File: src/rtl/branch_resolver.sv
// Registered branch-resolution stage: evaluates RV32I B-type conditions, forms the
// branch target and redirect PC, and keeps saturating taken/mispredict event counters.
module branch_resolver #(
  parameter int XLEN  = 32,
  parameter int CNT_W = 32
) (
  input  logic             clk,
  input  logic             rst,
  input  logic             in_valid,
  output logic             in_ready,
  input  logic [2:0]       funct3,
  input  logic [XLEN-1:0]  rs1_val,
  input  logic [XLEN-1:0]  rs2_val,
  input  logic [XLEN-1:0]  pc,
  input  logic [XLEN-1:0]  imm,
  input  logic             pred_taken,
  input  logic             flush,
  output logic             out_valid,
  input  logic             out_ready,
  output logic             taken,
  output logic [XLEN-1:0]  target,
  output logic [XLEN-1:0]  redirect_pc,
  output logic             mispredict,
  output logic             illegal,
  output logic [CNT_W-1:0] taken_count,
  output logic [CNT_W-1:0] mispredict_count
);

  logic            accept;
  logic            deliver;
  logic            equal;
  logic            signed_lt;
  logic            unsigned_lt;
  logic            cond_next;
  logic            illegal_next;
  logic [XLEN-1:0] target_next;
  logic [XLEN-1:0] seq_next;

  logic            out_valid_reg;
  logic            taken_reg;
  logic [XLEN-1:0] target_reg;
  logic [XLEN-1:0] redirect_reg;
  logic            mispredict_reg;
  logic            illegal_reg;

  assign in_ready = !out_valid_reg || out_ready;
  assign accept   = in_valid && in_ready && !flush;
  assign deliver  = out_valid_reg && out_ready;

  assign equal       = (rs1_val == rs2_val);
  assign signed_lt   = ($signed(rs1_val) < $signed(rs2_val));
  assign unsigned_lt = (rs1_val < rs2_val);
  assign target_next = pc + imm;
  assign seq_next    = pc + XLEN'(4);

  always_comb begin
    cond_next    = 1'b0;
    illegal_next = 1'b0;
    case (funct3)
      3'b000:  cond_next = equal;
      3'b001:  cond_next = !equal;
      3'b100:  cond_next = signed_lt;
      3'b101:  cond_next = !signed_lt;
      3'b110:  cond_next = unsigned_lt;
      3'b111:  cond_next = !unsigned_lt;
      default: illegal_next = 1'b1;
    endcase
  end

  // Flush wins over accept and delivery; result fields only load on accept.
  always_ff @(posedge clk) begin
    if (rst) begin
      out_valid_reg  <= 1'b0;
      taken_reg      <= 1'b0;
      target_reg     <= '0;
      redirect_reg   <= '0;
      mispredict_reg <= 1'b0;
      illegal_reg    <= 1'b0;
    end else begin
      if (flush)        out_valid_reg <= 1'b0;
      else if (accept)  out_valid_reg <= 1'b1;
      else if (deliver) out_valid_reg <= 1'b0;
      if (accept) begin
        taken_reg      <= cond_next;
        target_reg     <= target_next;
        redirect_reg   <= cond_next ? target_next : seq_next;
        mispredict_reg <= cond_next != pred_taken;
        illegal_reg    <= illegal_next;
      end
    end
  end

  assign out_valid   = out_valid_reg;
  assign taken       = taken_reg;
  assign target      = target_reg;
  assign redirect_pc = redirect_reg;
  assign mispredict  = mispredict_reg;
  assign illegal     = illegal_reg;

  // Counter 0 tracks taken, counter 1 tracks mispredict; a flushed result is never counted.
  logic [1:0]            event_bits;
  logic [1:0][CNT_W-1:0] count_all;

  assign event_bits = {mispredict_reg, taken_reg};

  generate
    for (genvar gi = 0; gi < 2; gi++) begin : gen_cnt
      logic [CNT_W-1:0] count_reg;
      always_ff @(posedge clk) begin
        if (rst)
          count_reg <= '0;
        else if (deliver && !flush && event_bits[gi] && (count_reg != {CNT_W{1'b1}}))
          count_reg <= count_reg + CNT_W'(1);
      end
      assign count_all[gi] = count_reg;
    end
  endgenerate

  assign taken_count      = count_all[0];
  assign mispredict_count = count_all[1];

endmodule

File: config.mk
export PLATFORM = sky130hd
export DESIGN_NAME = branch_resolver
export DESIGN_NICKNAME = d
export VERILOG_FILES = /design/src/rtl/branch_resolver.sv
export SDC_FILE = /design/constraint.sdc
export NUM_CORES = 1
export LEC_CHECK = 0
export CORE_MARGIN = 2
export CORE_UTILIZATION = 30
export CTS_CLUSTER_SIZE = 40
export DETAILED_ROUTE_END_ITERATION = 8
export DONT_BUFFER_PORTS = 1
export GPL_TIMING_DRIVEN = 0
export SETUP_SLACK_MARGIN = 0.02
export SLEW_MARGIN = 20
export SYNTH_ARGS = -nofsm -noshare
export SYNTH_HDL_FRONTEND = slang
export SYNTH_SLANG_ARGS = --single-unit
File: constraint.sdc
create_clock -name clk -period 4.5 [get_ports clk]
set_input_delay 1.125 -clock clk [delete_from_list [all_inputs] [get_ports clk]]
set_output_delay 1.125 -clock clk [all_outputs]
set_load 0.01 [all_outputs]
Yosys cells after proc, flatten, opt, wreduce, memory -nomap -nowiden
Cells that the tools add are included.
- reduce and logical (&&, ||, !) cells: 18
- multiplexer cells: 5
- add/subtract/negate cells: 4
- equality and inequality tests: 9
- magnitude comparators: 2
- operators with widths (kind ; count):
    $add A32 B1 Y32 const B ; 2
    $lt A32 B32 Y1 ; 2
    $ne A32 B32 Y1 const B ; 2
    $add A32 B3 Y32 const B ; 1
    $add A32 B32 Y32 ; 1
    $eq A32 B32 Y1 ; 1
    $mux W32 ; 1
    $eq A3 B3 Y1 const B ; 4
    $logic_and A1 B1 Y1 ; 8
    $pmux W1 S6 ; 1
    $reduce_or A6 Y1 ; 1
    $logic_not A1 Y1 ; 5
    $eq A3 B1 Y1 const B ; 1
    $logic_not A3 Y1 ; 1
    $mux W1 ; 3
    $reduce_bool A2 Y1 ; 1
    $reduce_or A2 Y1 ; 1
    $logic_or A1 B1 Y1 ; 1
    $ne A1 B1 Y1 ; 1
- bits of input ports: 137
- register bits: 132
- word-level logic and storage cells: 46

Depth between registers and ports, before layout
- depth after elaboration: 5
- gate-level depth with buffers: 13
- gate-level depth less buffers: 12

Least setup slack after synthesis
OpenSTA, ideal clock, no wires.
- kind: input port to flip-flop
- start: input port rs2_val[15]
- end: register redirect_reg[18], in the netlist redirect_pc[18]
- slack: 0.811 ns
- arrival time: 3.567 ns
- required time: 4.378 ns
- buffers on the path: 2
- cell stages on the path: 12
- cells stage by stage: inv_1 -> ha_1 -> nand4_1 -> nor4_1 -> o21ai_1 -> a31oi_2 -> mux2_2 -> a221oi_2 -> nand2_1 -> buf_4 -> buf_2 -> a221o_1
- longest elaborated chain between the ends: 4
- elaborated cells on any way between the ends: 8
- RTL lines (element ; RTL line ; source):
    from (decl) ; 13 ; input logic [XLEN-1:0] rs2_val,
    $lt A32 B32 Y1, or another cell as far along ; 52 ; assign unsigned_lt = (rs1_val < rs2_val);
    $logic_not A1 Y1, on equally long branches ; 65, 61, 63 ;
    $pmux W1 S6 * ; 59 ; case (funct3)
    $mux W32 * ; 86 ; redirect_reg <= cond_next ? target_next : seq_next;
    to (signal assigned) ; 86 ;
    to (decl) ; 42 ; logic [XLEN-1:0] redirect_reg;
Mark *: on every way between the ends. The rest lies on a longest branch, timed or not.
A chain may end at the register's enable or synchronous reset.

Worst setup path after layout
- start: input port rs2_val[31]
- end: register redirect_reg[19], in the netlist redirect_pc[19]
The elaborated chain is that of the path after synthesis.

==> impl_metrics.tcl <==
set metrics [dict create \
    status "complete, no violations" \
    yosysWarnings 0 \
    antenna_found_initial 0 \
    cellPowerDensity_mw_per_mm2 347 \
    crit_chain "inv_1 > ha_1 > nand4_1 > nor4b_1 > nor2_1 > a31oi_2 > mux2_2 > a221oi_2 > nand2_1 > buf_4 > buf_2 > a221o_1" \
    antenna-diode-count 0 \
    p_leak_nw 3.63 \
    drcViolationCount 0 \
    final_layout_size_suffix_gt1_share_pct 4.95 \
    reg2reg_depth 11 \
    io_buffers 0 \
    reg2reg_to "mispredict_count[22]" \
    drt_iter0_drc 390 \
    core_mm2 0.0279 \
    start_util_pct 30.6 \
    cp.arrival_ns 4.06 \
    final_hold_viol_count 0 \
    clock_path_buffers 2 \
    holdCritPathClass "flip-flop to flip-flop" \
    period_share_pct 83.2 \
    syn2layout_area_growth_pct 12.9 \
    path_clk_slew_ns 0.06 \
    wl_per_cell_um 19.3 \
    hold_buffers 0 \
    die_height_um 173 \
    root_buffer "clkbuf_16" \
    grt_first_pass_wirelength_um 43800 \
    fmax_mhz 267 \
    avgSynthCellArea_um2 7.92 \
    post_drt_via_cell_ratio 5.27 \
    startpoint "rs2_val[31]" \
    finalNetCount 1302 \
    peakVddDrop_mv 0.229 \
    hpwl_um 23100 \
    synth_edf_count 0 \
    synthFlopType "dfxtp_1" \
    cp.required_ns 4.81 \
    finalSetupViolations 0 \
    crit_type "input port to flip-flop" \
    max_cap_violations 0 \
    cts_resized 0 \
    setup-tns-final_ns 0 \
    h-tree-depth 4 \
    gp_congestion 0.901 \
    use_met3_pct 6.68 \
    endpoint "redirect_pc[19]" \
    skew_ns 0.0109 \
    tritoncts "yes" \
    numCtsBuffers 17 \
    period_minus_slack_ns 3.75 \
    cpMaxStageDelayCell "nor4b_1" \
    grtUsageMet1_pct 22.7 \
    std_cell_rows 61 \
    whs_path_depth 2 \
    fin_cells 1489 \
    postRouteAntennaNets 0 \
    reg2reg_from "mispredict_count[3]" \
    dieArea_mm2 0.0298 \
    synth-seq-area-share_pct 30.9 \
    insertion_delay_ns 0.43 \
    cts_setup_buffers 0 \
    worst_pin_slew_ns 1.06 \
    place_ws_ns 0.221 \
    synthDistinctLibCells 68 \
    critical_path_buf_inv_count 3 \
    track_usage_pct 18.8 \
    async_reset_ff_share_pct 0 \
    clock-sinks 132 \
    slew_headroom_pct 29.1 \
    synth-seq-cells 132 \
    slew_violations 0 \
    vias 7844 \
    path_max_fanout 10 \
    syn_area_mm2 0.00854 \
    critPathTopFamily "simple AND/OR/NAND/NOR gates" \
    timing.final.ws_setup_ns 0.754 \
    fp.dieW_um 173 \
    r2r_setup_slack_ns 1.71 \
    grt-busiest-layer "met2" \
    cpPeakStageDelay_ns 0.48 \
    setup.worst_path.start_class "input port" \
    final_core_util_pct 34.5 \
    syn_inst 1079 \
    use_met2_pct 31.4 \
    cp.depth 12 \
    syn_nets 1283 \
    grt-ovfl-total 0 \
    grt_pass1_vias 7555 \
    rsz0062_at_grt "false" \
    place_inst 1457 \
    drt_pass1_iterations 4 \
    drt-total-wl_um 28800 \
    ios 270 \
    end_kind "flip-flop" \
    grt_max_degree 17 \
]
cell usage after synthesis, types with 7 or more instances:
library cell,count,area share [%]
nand4_1,24,1.8
xnor2_1,39,4.0
clkbuf_1,41,1.8
xor2_1,60,6.2
ha_1,66,9.7
nand2b_1,7,0.51
o21a_1,12,1.1
nand3b_1,22,1.9
or3_1,22,1.6
nor2b_1,7,0.51
nor2_1,113,5.0
a211oi_1,11,0.97
dfxtp_1,132,31
a21o_1,12,1.1
nand2_1,115,5.1
a21oi_1,88,5.2
o311ai_1,23,2.4
o21ai_0,35,2.1
and3_1,20,1.5
inv_1,51,2.2
nor3_1,24,1.4
nand3_1,56,3.3
and4_1,15,1.5
through the flow:
stage	hold slack (ns)	power (mW)	cell area, um2
6_report	0.504	3.34	9640
5_1_grt	0.524	3.51	9640
4_1_cts	0.508	3.39	9640
3_5_place_dp	0.498	1.87	9010
3_3_place_gp	0.495	1.86	9010
2_1_floorplan	0.476	1.70	8540
worst min-delay path by stage:
stage / start / end
2_1_floorplan: illegal / illegal
3_3_place_gp: target[15] / target[15]
3_5_place_dp: target[21] / target[21]
4_1_cts: target[15] / target[15]
5_1_grt: target[13] / target[13]
6_report: target[6] / target[6]
cells in the final DEF (no fill, tap or decap), types with 15 or more instances in the layout:
cell | synthesis | layout
a21oi_1 | 88 | 88
and3_1 | 20 | 20
and4_1 | 15 | 15
clkbuf_1 | 41 | 41
clkbuf_16 | 0 | 17
dfxtp_1 | 132 | 132
ha_1 | 66 | 66
inv_1 | 51 | 51
nand2_1 | 115 | 115
nand3_1 | 56 | 56
nand3b_1 | 22 | 22
nand4_1 | 24 | 24
nor2_1 | 113 | 113
nor3_1 | 24 | 24
o21ai_0 | 35 | 35
o311ai_1 | 23 | 23
or3_1 | 22 | 22
xnor2_1 | 39 | 39
xor2_1 | 60 | 60
logic make-up after synthesis:
kind of cell	Yosys count	share of synthesized area [%]
mux	6	0.732
simple gates	443	26.0
flops	132	30.9
buf+inv	102	4.73
xor+xnor	99	10.2
fa+ha+maj	67	9.90
compound gates	230	17.6
worst register-to-register path: cells and delay by family (launching register included):
kind / cells / cell delay [ns]
AOI/OAI and AO/OA: 1 / 0.20
xor gates and xnor gates: 1 / 0.17
buffers and inverters: 2 / 0.52
DFF: 1 / 0.48
and+or+nand+nor: 7 / 1.30
cell type report:
class / instances / area [um2]
fill: 3005 / 18300
clock buffer: 18 / 439
buffer: 51 / 213
clock inverter: 14 / 188
sequential: 132 / 2640
tap: 378 / 473
multi-input combinational: 845 / 5490
inverter: 51 / 191
power by group:
group / switching [mW] / leakage, nW / internal (mW)
combinational: 0.351 / 2.26 / 0.205
clock: 0.597 / 0.298 / 0.903
sequential: 0.0687 / 1.07 / 1.22
total: 1.02 / 3.63 / 2.33
per-layer routing:
layer	share of wire (%)	wire, um
met5	0	0
met4	1.9	538
met3	8.3	2380
met2	47	13500
met1	43	12300
No activity file was read; power rests on OpenSTA's default activity.
